--- config.mk ---
export PLATFORM = sky130hd
export DESIGN_NAME = bcd_display_ctrl
export DESIGN_NICKNAME = d
export VERILOG_FILES = /design/src/rtl/display_pkg.sv /design/src/rtl/seven_seg.sv /design/src/rtl/bcd_display_ctrl.sv
export SDC_FILE = /design/constraint.sdc
export NUM_CORES = 1
export LEC_CHECK = 0
export CAP_MARGIN = 20
export CORE_ASPECT_RATIO = 1.25
export CORE_MARGIN = 2
export CORE_UTILIZATION = 45
export CTS_CLUSTER_DIAMETER = 40
export DETAILED_ROUTE_END_ITERATION = 7
export MAX_ROUTING_LAYER = met4
export PLACE_DENSITY = 0.76
export SLEW_MARGIN = 20
export SYNTH_ARGS = -nofsm -noshare
export SYNTH_HDL_FRONTEND = slang
export SYNTH_SLANG_ARGS = --single-unit
--- constraint.sdc ---
create_clock -name clk -period 7.3 [get_ports clk]
set_input_delay 1.46 -clock clk [delete_from_list [all_inputs] [get_ports clk]]
set_output_delay 1.46 -clock clk [all_outputs]
set_load 0.02 [all_outputs]
--- src/rtl/display_pkg.sv ---
// rtl/display_pkg.sv - shared types, segment codes and elaboration helpers for the display controller
package display_pkg;

    typedef enum logic [1:0] {IDLE, ADD3, SHIFT, DONE} dd_state_t;

    // Active-low segment codes, bit order {g,f,e,d,c,b,a}
    localparam logic [6:0] SEG_BLANK = 7'h7F;
    localparam logic [6:0] SEG_DASH  = 7'h3F;

    // Largest value representable in n decimal digits, wide enough for n up to 10
    function automatic logic [35:0] pow10_minus1(int n);
        logic [35:0] p;
        p = 36'd1;
        for (int k = 0; k < n; k++) begin
            p = p * 36'd10;
        end
        return p - 36'd1;
    endfunction

endpackage

--- src/rtl/seven_seg.sv ---
// rtl/seven_seg.sv - BCD nibble to active-low 7-segment pattern
module seven_seg (
    input  logic [3:0] bcd,
    output logic [6:0] segments
);

    // Decode one BCD digit; non-decimal codes show nothing
    always_comb begin
        segments = 7'h7F;
        case (bcd)
            4'd0: segments = 7'h40;
            4'd1: segments = 7'h79;
            4'd2: segments = 7'h24;
            4'd3: segments = 7'h30;
            4'd4: segments = 7'h19;
            4'd5: segments = 7'h12;
            4'd6: segments = 7'h02;
            4'd7: segments = 7'h78;
            4'd8: segments = 7'h00;
            4'd9: segments = 7'h10;
            default: segments = 7'h7F;
        endcase
    end

endmodule

--- src/rtl/bcd_display_ctrl.sv ---
// rtl/bcd_display_ctrl.sv - sequential double-dabble binary to 7-segment display controller
module bcd_display_ctrl
    import display_pkg::*;
#(
    parameter int WIDTH    = 11,
    parameter int DIGITS   = 4,
    parameter int SIGNED   = 0,
    parameter int BLANK_LZ = 1
) (
    input  logic                  clk,
    input  logic                  reset,
    input  logic [WIDTH-1:0]      value,
    input  logic                  in_valid,
    output logic                  in_ready,
    output logic                  busy,
    output logic                  out_valid,
    output logic                  overflow,
    output logic [DIGITS*7-1:0]   segments
);

    localparam int ND = DIGITS - SIGNED;
    localparam int CW = $clog2(WIDTH + 1);
    localparam logic [CW-1:0] LAST = CW'(WIDTH - 1);
    localparam logic [35:0] LIMIT = pow10_minus1(ND);
    localparam logic [35:0] MAXV  = (36'd1 << WIDTH) - 36'd1;
    // When every WIDTH-bit magnitude fits, overflow can never be raised
    localparam bit OVF_POSSIBLE = (LIMIT < MAXV);

    if (WIDTH < 1 || WIDTH > 32) begin : g_bad_width
        $error("bcd_display_ctrl: WIDTH must be 1..32");
    end
    if (DIGITS < 1 || DIGITS > 10) begin : g_bad_digits
        $error("bcd_display_ctrl: DIGITS must be 1..10");
    end
    if (SIGNED != 0 && (SIGNED != 1 || DIGITS < 2)) begin : g_bad_signed
        $error("bcd_display_ctrl: SIGNED=1 needs DIGITS>=2");
    end

    dd_state_t               state;
    logic [CW-1:0]           count;
    logic [4*DIGITS-1:0]     bcd_r;
    logic [4*DIGITS-1:0]     bcd_add3;
    logic [WIDTH-1:0]        mag_r;
    logic                    ovf_r;
    logic                    neg_in;
    logic [WIDTH-1:0]        mag_in;
    logic                    ovf_in;
    logic [DIGITS*7-1:0]     seg_next;

    assign in_ready = (state == IDLE);
    assign busy     = (state != IDLE);

    assign neg_in = (SIGNED != 0) && value[WIDTH-1];
    assign mag_in = neg_in ? -value : value;
    assign ovf_in = OVF_POSSIBLE && (36'(mag_in) > LIMIT);

    // Double-dabble correction: any nibble above 4 is bumped by 3 before the shift
    always_comb begin
        bcd_add3 = bcd_r;
        for (int i = 0; i < DIGITS; i++) begin
            if (bcd_r[4*i +: 4] > 4'd4) begin
                bcd_add3[4*i +: 4] = bcd_r[4*i +: 4] + 4'd3;
            end
        end
    end

    for (genvar i = 0; i < DIGITS; i++) begin : g_digit
        if (i < ND) begin : g_num
            logic [6:0] raw;
            logic       lz;

            seven_seg u_seg (
                .bcd      (bcd_r[4*i +: 4]),
                .segments (raw)
            );

            if (BLANK_LZ != 0 && i > 0) begin : g_lz
                assign lz = (bcd_r[4*ND-1 : 4*i] == '0);
            end else begin : g_nolz
                assign lz = 1'b0;
            end

            assign seg_next[7*i +: 7] = ovf_r ? SEG_DASH : (lz ? SEG_BLANK : raw);
        end else begin : g_sign
            logic neg_r;

            // Remember the sign of the accepted value for the reserved top digit
            always_ff @(posedge clk) begin
                if (reset) begin
                    neg_r <= 1'b0;
                end else if (in_valid && state == IDLE) begin
                    neg_r <= value[WIDTH-1];
                end
            end

            assign seg_next[7*i +: 7] = (ovf_r || neg_r) ? SEG_DASH : SEG_BLANK;
        end
    end

    // Conversion FSM; outputs only change in DONE so no intermediate value is ever shown
    always_ff @(posedge clk) begin
        if (reset) begin
            state     <= IDLE;
            count     <= '0;
            bcd_r     <= '0;
            mag_r     <= '0;
            ovf_r     <= 1'b0;
            segments  <= {DIGITS{SEG_BLANK}};
            overflow  <= 1'b0;
            out_valid <= 1'b0;
        end else begin
            out_valid <= 1'b0;
            case (state)
                IDLE: begin
                    if (in_valid) begin
                        mag_r <= mag_in;
                        ovf_r <= ovf_in;
                        bcd_r <= '0;
                        state <= ADD3;
                    end
                end
                ADD3: begin
                    bcd_r <= bcd_add3;
                    state <= SHIFT;
                end
                SHIFT: begin
                    {bcd_r, mag_r} <= {bcd_r, mag_r} << 1;
                    count          <= count + CW'(1);
                    state          <= (count == LAST) ? DONE : ADD3;
                end
                DONE: begin
                    count     <= '0;
                    segments  <= seg_next;
                    overflow  <= ovf_r;
                    out_valid <= 1'b1;
                    state     <= IDLE;
                end
                default: state <= IDLE;
            endcase
        end
    end

endmodule

==> results of run 1 <==
[stage by stage]
step / area, µm² / worst slack, ns / hold slack [ns] / power (mW) / instances
after floorplan: 4170 / 4.01 / 0.413 / 0.728 / 452
after global placement: 4670 / 3.24 / 0.414 / 0.782 / 598
after detailed placement: 4670 / 3.17 / 0.421 / 0.793 / 598
after CTS: 4970 / 3.53 / 0.436 / 1.25 / 614
after global routing: 4970 / 3.30 / 0.443 / 1.30 / 614
final: 4970 / 3.53 / 0.433 / 1.24 / 614
[per-layer routing]
layer	GRT usage [%]	routed length, µm
met3	4.33	330
met5	-	0
met4	7.90	206
met1	18.9	3460
met2	30.7	4300
[power breakdown]
group | switching (mW) | internal [mW] | leakage [nW]
clock | 0.177 | 0.274 | 0.148
sequential | 0.0217 | 0.491 | 0.675
combinational | 0.161 | 0.111 | 1.06
[worst max-delay path by stage]
stage / end / slack [ns] / depth (start not counted)
floorplan: g_digit[3].g_num.u_seg.segments[3] / 4.01 / 8
global placement: g_digit[3].g_num.u_seg.segments[3] / 3.24 / 9
detailed placement: g_digit[3].g_num.u_seg.segments[3] / 3.17 / 9
CTS: g_digit[3].g_num.u_seg.segments[3] / 3.53 / 9
global route: g_digit[3].g_num.u_seg.segments[3] / 3.30 / 9
finish: g_digit[3].g_num.u_seg.segments[3] / 3.53 / 9
[final cells by class]
cell class / count / area [µm²] / area share [%]
sequential: 83 / 1660 / 33.4
clock inverter: 6 / 65.1 / 1.31
clock buffer: 10 / 239 / 4.81
tap: 123 / 154 / 3.10
multi-input combinational: 318 / 2280 / 45.9
inverter: 29 / 119 / 2.39
timing repair buffer: 45 / 448 / 9.01
[state kept, by name, summed over array words and instances, names as in the netlist]
name / cells
out_valid: 1
mag_r: 11
state: 2
count: 4
segments: 28
g_digit.g_num.u_seg.segments: 21
bcd_r: 16
[cell families (layout without fill, tap and decap cells)]
group                      count (synthesis)  in the layout  share of synthesized area [%]
other                                      1              1                         0.0899
adders and majority gates                 32             32                           9.60
xor gates and xnor gates                   5              5                           1.05
muxes                                     21             21                           5.22
DFF                                       83             83                           39.8
and+or+nand+nor                          133            133                           16.4
AOI/OAI and AO/OA                        126            126                           22.3
buffers and inverters                     51             90                           5.46
[placed cells by master (no fill, tap or decap), drive strengths merged, types with 2 or more instances in the layout]
| cell type | instances |
|---|---|
| a211o | 3 |
| a211oi | 14 |
| a21o | 3 |
| a21oi | 30 |
| a311o | 2 |
| a31oi | 7 |
| a41o | 2 |
| and2 | 5 |
| and2b | 4 |
| and3 | 2 |
| clkbuf | 10 |
| clkdlybuf4s50 | 44 |
| clkinv | 5 |
| dfxtp | 83 |
| ha | 32 |
| inv | 28 |
| mux2 | 3 |
| mux2i | 18 |
| nand2 | 30 |
| nand2b | 14 |
| nand3 | 9 |
| nor2 | 43 |
| nor2b | 10 |
| nor3 | 5 |
| o21a | 2 |
| o21ai | 24 |
| o22a | 26 |
| o31ai | 2 |
| o32ai | 2 |
| or2 | 4 |
| or3 | 3 |
| xnor2 | 2 |
| xor2 | 3 |
[critical path: stages]
cell and delay, ns:
sky130_fd_sc_hd__clkdlybuf4s50_1 0.60, sky130_fd_sc_hd__nor2b_2 0.14, sky130_fd_sc_hd__a311oi_2 0.36, sky130_fd_sc_hd__mux2i_1 0.46, sky130_fd_sc_hd__nor2_1 0.14, sky130_fd_sc_hd__inv_1 0.13
sky130_fd_sc_hd__ha_1 0.24, sky130_fd_sc_hd__or3_1 0.34, sky130_fd_sc_hd__a31oi_1 0.15
==> metrics, run 1 <==
largest net degree at the start of global routing=48; horizontal die dimension=roughly 90 µm; syn nets=approximately 500; Synth async-reset ratio=0%; global-route wire length before repair=~14 mm; final hold violation count=0; final antenna diode count=0; number of setup violations in the final report=0; DP Wirelength=5.87 mm; Commonest cells post-synth=sky130_fd_sc_hd__dfxtp_1, sky130_fd_sc_hd__nor2_1, sky130_fd_sc_hd__ha_1; count of different cell masters after synthesis=between 60 and 70; run status=finished, final reports clean; number of CTS-inserted buffers=9; Static Leakage=1.88 nW; signed area change from the synthesized netlist to the final layout=19.1%; measured slew at the worst slew-check pin=0.997 ns; H-Tree Depth=3; Std-Cell Rows=39; Post-CTS Setup Bufs=0; Layout Skew=0.00697 ns; Placer Congestion=around 0.79; synthesized area divided by synthesized cell count=between 9 and 10 µm²; crit start category=primary input; count of input and output buffers=44; setup TNS after final layout=0 ns; Yosys warnings=0; register-to-register setup slack=between 3 and 4 ns; Resized Gates After CTS=0; total standard cell area after synthesis=~4200 µm²; count of hold buffers inserted by post-cts repair=0; Root Buffer=sky130_fd_sc_hd__clkbuf_16; NumNets Final=~530; TritonCTS clock tree=done; core utilization of the finished layout=between 50% and 60%; max-slew headroom at the worst pin=between 30% and 40%; maximum achievable frequency=roughly 270 MHz; worst ir drop on vdd=0.000135 V; share of the synthesized area in the top cell type=around 40%; Synth area leader=sky130_fd_sc_hd__dfxtp_1; count of unresolved DRC violations after routing=0; number of enable flip-flop cells after synthesis=0; number of top-level design ports=46; data required time of the worst path=about 7.6 ns; PD cells=between 200 and 250 nW/µm²; arrival time of the worst setup path=roughly 4.0 ns; Antenna Nets Post-Route=0; final number of max-transition violations=0; Crit Path Max Fanout=7; dominant cells by area after synthesis=sky130_fd_sc_hd__dfxtp_1, sky130_fd_sc_hd__ha_1, sky130_fd_sc_hd__o22a_1, sky130_fd_sc_hd__mux2i_1, sky130_fd_sc_hd__nor2_1; worst hold path stage count=1; routed wire length=just over 8 mm; ratio of cells with drive above 1 in the final layout=a little under a tenth; Die Area=approximately 10,000 µm²; dominant register cell in the synthesized netlist=sky130_fd_sc_hd__dfxtp_1; detail-routed net length per standard cell=about 14 µm; category of the worst setup path capture point=flip-flop; via count of the first global-routing pass=3,147; critical path launch point=in_valid; clk_lat worst skew=0.34 ns; initial core utilization=between 40% and 50%; Reg2Reg Launch Point=state[0]; Hold EP=segments[18]; clock transition at the registers of the reported paths=0.06 ns; end of the worst register-to-register path=g_digit[3].g_num.u_seg.segments[3]; Die Y=around 110 µm; critical path start-end classification=in2reg; number of cells traversed by the worst register-to-register path=10; vias post-DR=roughly 3.3k; Cells after Synth=roughly 450; clock tree buffer depth=2; Hold Crit Class=reg2reg; via density per instance=5.35; count of max-cap constraint violations=0; sequential element share of the synthesized area=about two fifths; leading cell type by number of instances after synthesis=sky130_fd_sc_hd__dfxtp_1; period utilisation layout=51.7%; total of flip-flops plus latches after synthesis=83; core area=between 9000 and 10,000 µm²; number of sinks handled by clock tree synthesis=83; GRT Total Usage=17.6%; final-layout fill cell count=842; DRT iter0 DRCs=approximately 160; time the final worst path needs with I/O delays and setup=roughly 3.8 ns; unrepaired setup endpoints after global routing=no; residual overflow from global routing=0; first-pass iteration count of the detailed router=4; antenna violations before repair=0; startpoint of the most critical hold path=g_digit[2].g_num.u_seg.segments[4]
Note: power is estimated with default switching activity, not from simulation.
==> run 2, diff against run 1 <==
clock period = 3.65 ns   (was 7.3 ns; I/O delays follow)
==> run 2 against run 1 <==
Net effect:
- wire length is 1.4% lower
- clock power increased by 87%
- critical path depth increased by 1
- die area is the same
- sequential cell count did not move
- combinational power is 100% higher
- hold slack lost 0.00083 ns
- clock-buffer cell count fell by 1
- critical endpoint unchanged
- highest routed layer unchanged
==> metrics, run 2 (synthesized netlist as in run 1, its figures left out) <==
run status=finished, final reports clean (unchanged); register cell area after layout=1660 µm² (unchanged); DP Wirelength=5.86 mm (was 5.87 mm); worst setup slack before clock tree synthesis=0.414 ns (was 3.17 ns); Die Area=10,100 µm² (unchanged); period utilisation layout=between 80% and 90%; first-pass iteration count of the detailed router=4 (unchanged); via density per instance=5.34 (was 5.35); number of sinks handled by clock tree synthesis=83 (unchanged); arrival time of the worst setup path=3.23 ns (was 4.04 ns); final antenna diode count=0 (unchanged); Placer Congestion=0.854 (was 0.788); worst ir drop on vdd=0.000296 V (was 0.000135 V); final total power=2.42 mW (was 1.24 mW); Crit Path Max Fanout=11 (was 7); critical path start-end classification=reg2reg (was in2reg); measured slew at the worst slew-check pin=0.625 ns (was 0.997 ns); most common cell after layout, fill and taps aside=sky130_fd_sc_hd__dfxtp_1 (unchanged); number of CTS-inserted buffers=9 (unchanged); largest net degree at the start of global routing=31 (was 48); antenna violations before repair=0 (unchanged); final-layout fill cell count=829 (was 842); Reg with most FFs=segments (unchanged); count of unresolved DRC violations after routing=0 (unchanged); Antenna Nets Post-Route=0 (unchanged); number of top-level design ports=46 (unchanged); horizontal die dimension=90.1 µm (unchanged); initial core utilization=46.0% (unchanged); count of hold buffers inserted by post-cts repair=0 (unchanged); setup TNS after final layout=0 ns (unchanged); residual overflow from global routing=0 (unchanged); clock network power share=34.8% (was 36.5%); cell with the biggest individual delay on the critical path=sky130_fd_sc_hd__ha_1 (was sky130_fd_sc_hd__clkdlybuf4s50_1); switch share=28.7% (was 29.1%); leading registers by flop count=segments x28, g_digit.g_num.u_seg.segments x21, bcd_r x16 (unchanged); final number of max-transition violations=0 (unchanged); met2 Usage GRT=31.4% (was 30.7%); via count of the first global-routing pass=3,230 (was 3,147); met1 usage in global routing=19.7% (was 18.9%); category of the worst setup path capture point=flip-flop (unchanged); NumNets Final=537 (was 532); routed wire length=8.18 mm (was 8.30 mm); Die Y=112 µm (unchanged); clock tree buffer depth=2 (unchanged); core area=9080 µm² (unchanged); list of cells traversed by the critical path=inv_1 -> ha_1 -> nor3_2 -> a311oi_2 -> nand3_1 -> a21oi_1 -> inv_1 -> ha_1 -> or3_1 -> a31oi_1 (was clkdlybuf4s50_1 -> nor2b_2 -> a311oi_2 -> mux2i_1 -> nor2_1 -> inv_1 -> ha_1 -> or3_1 -> a31oi_1); final hold violation count=0 (unchanged); PD cells=487 nW/µm² (was 249 nW/µm²); Sw Pwr=695 µW (was 360 µW); GRT met3 Usage=3.25% (was 4.33%); Resized Gates After CTS=0 (unchanged); internal power contribution=1.73 mW (was 876 µW); leading cell types in the layout, fill and taps excluded=sky130_fd_sc_hd__dfxtp_1, sky130_fd_sc_hd__clkdlybuf4s50_1, sky130_fd_sc_hd__nor2_1, sky130_fd_sc_hd__ha_1, sky130_fd_sc_hd__nand2_1 (unchanged); maximum achievable frequency=approximately 340 MHz; detail-routed net length per standard cell=13.3 µm (was 13.5 µm); Layout Skew=0.00418 ns (was 0.00697 ns); unrepaired setup endpoints after global routing=no (unchanged); max-slew headroom at the worst pin=58.3% (was 33.6%); final setup slack of the worst path=0.685 ns (was 3.53 ns); signed area change from the synthesized netlist to the final layout=19.2% (was 19.1%); Root Buffer=sky130_fd_sc_hd__clkbuf_16 (unchanged); part of the power in registers=42.3% (was 41.5%); time the final worst path needs with I/O delays and setup=2.96 ns; ratio of cells with drive above 1 in the final layout=9.74% (was 9.37%); Static Leakage=1.90 nW (was 1.88 nW); data required time of the worst path=3.91 ns (was 7.57 ns); global routing's busiest layer=met2 (unchanged); TritonCTS clock tree=done (unchanged); clk_lat worst skew=0.33 ns (was 0.34 ns); DRT iter0 DRCs=120 (was 157); Post-CTS Setup Bufs=0 (unchanged); clock transition at the registers of the reported paths=0.06 ns (about the same); count of input and output buffers=44 (unchanged); GRT Total Usage=17.9% (was 17.6%); fraction of power consumed by combinational cells=22.9% (was 22.1%); footprint of the multi-input gates=2280 µm² (unchanged); number of setup violations in the final report=0 (unchanged); H-Tree Depth=3 (unchanged); max incr delay on CP=0.48 ns (was 0.60 ns); flip-flop count of the largest register after layout=28 (unchanged); count of max-cap constraint violations=0 (unchanged); global-route wire length before repair=14.5 mm (was 14.2 mm); Hold Crit Class=reg2reg (unchanged); Std-Cell Rows=39 (unchanged); vias post-DR=3,291 (was 3,282); crit start category=flip-flop (was primary input)
==> run 2: stage by stage <==
stage / util (%) / instance area, µm² / cells / hold WS (ns)
after floorplan: - / 4170 / 452 / 0.413
after global placement: 51.8 / 4700 / 603 / 0.414
after detailed placement: 51.8 / 4700 / 603 / 0.422
after CTS: 54.8 / 4970 / 616 / 0.435
after global routing: 54.8 / 4970 / 616 / 0.438
final: 54.8 / 4970 / 616 / 0.432
==> run 2: worst max-delay path, delay by kind of cell (launching register included) <==
family          cells  cell delay [ns]
flops               1             0.35
simple gates        3             0.68
compound gates      3             0.82
fa+ha+maj           2             0.79
buf+inv             2             0.25
==> run 2: area by class of cell <==
| type | instances | area share (%) |
|---|---|---|
| clock inverter | 4 | 0.906 |
| timing repair buffer | 50 | 9.76 |
| tap | 123 | 3.09 |
| clock buffer | 9 | 4.53 |
| multi-input combinational | 318 | 45.9 |
| inverter | 29 | 2.39 |
| sequential | 83 | 33.4 |
==> run 2: power by group through the flow <==
stage               Clock, mW  Sequential [mW]  Combinational, mW
finish                  0.843             1.02              0.554
global route            0.904             1.03              0.611
CTS                     0.866             1.02              0.554
detailed placement          0             1.04              0.546
global placement            0             1.04              0.531
floorplan                   0             1.05              0.410
==> run 2: routing by layer <==
metal,vias to the layer above,routed length (µm)
met1,1541,3550
li1,1667,-
met4,0,179
met2,65,4190
met5,-,0
met3,18,269
==> run 2: worst paths after layout <==
kind	from	to	slack [ns]	depth (start not counted)
max reg2reg	state[1]	g_digit[3].g_num.u_seg.segments[3]	0.69	10
max	state[1]	g_digit[3].g_num.u_seg.segments[3]	0.69	10
min	g_digit[3].g_num.u_seg.segments[6]	segments[27]	0.43	1
min reg2reg	g_digit[3].g_num.u_seg.segments[6]	segments[27]	0.43	1
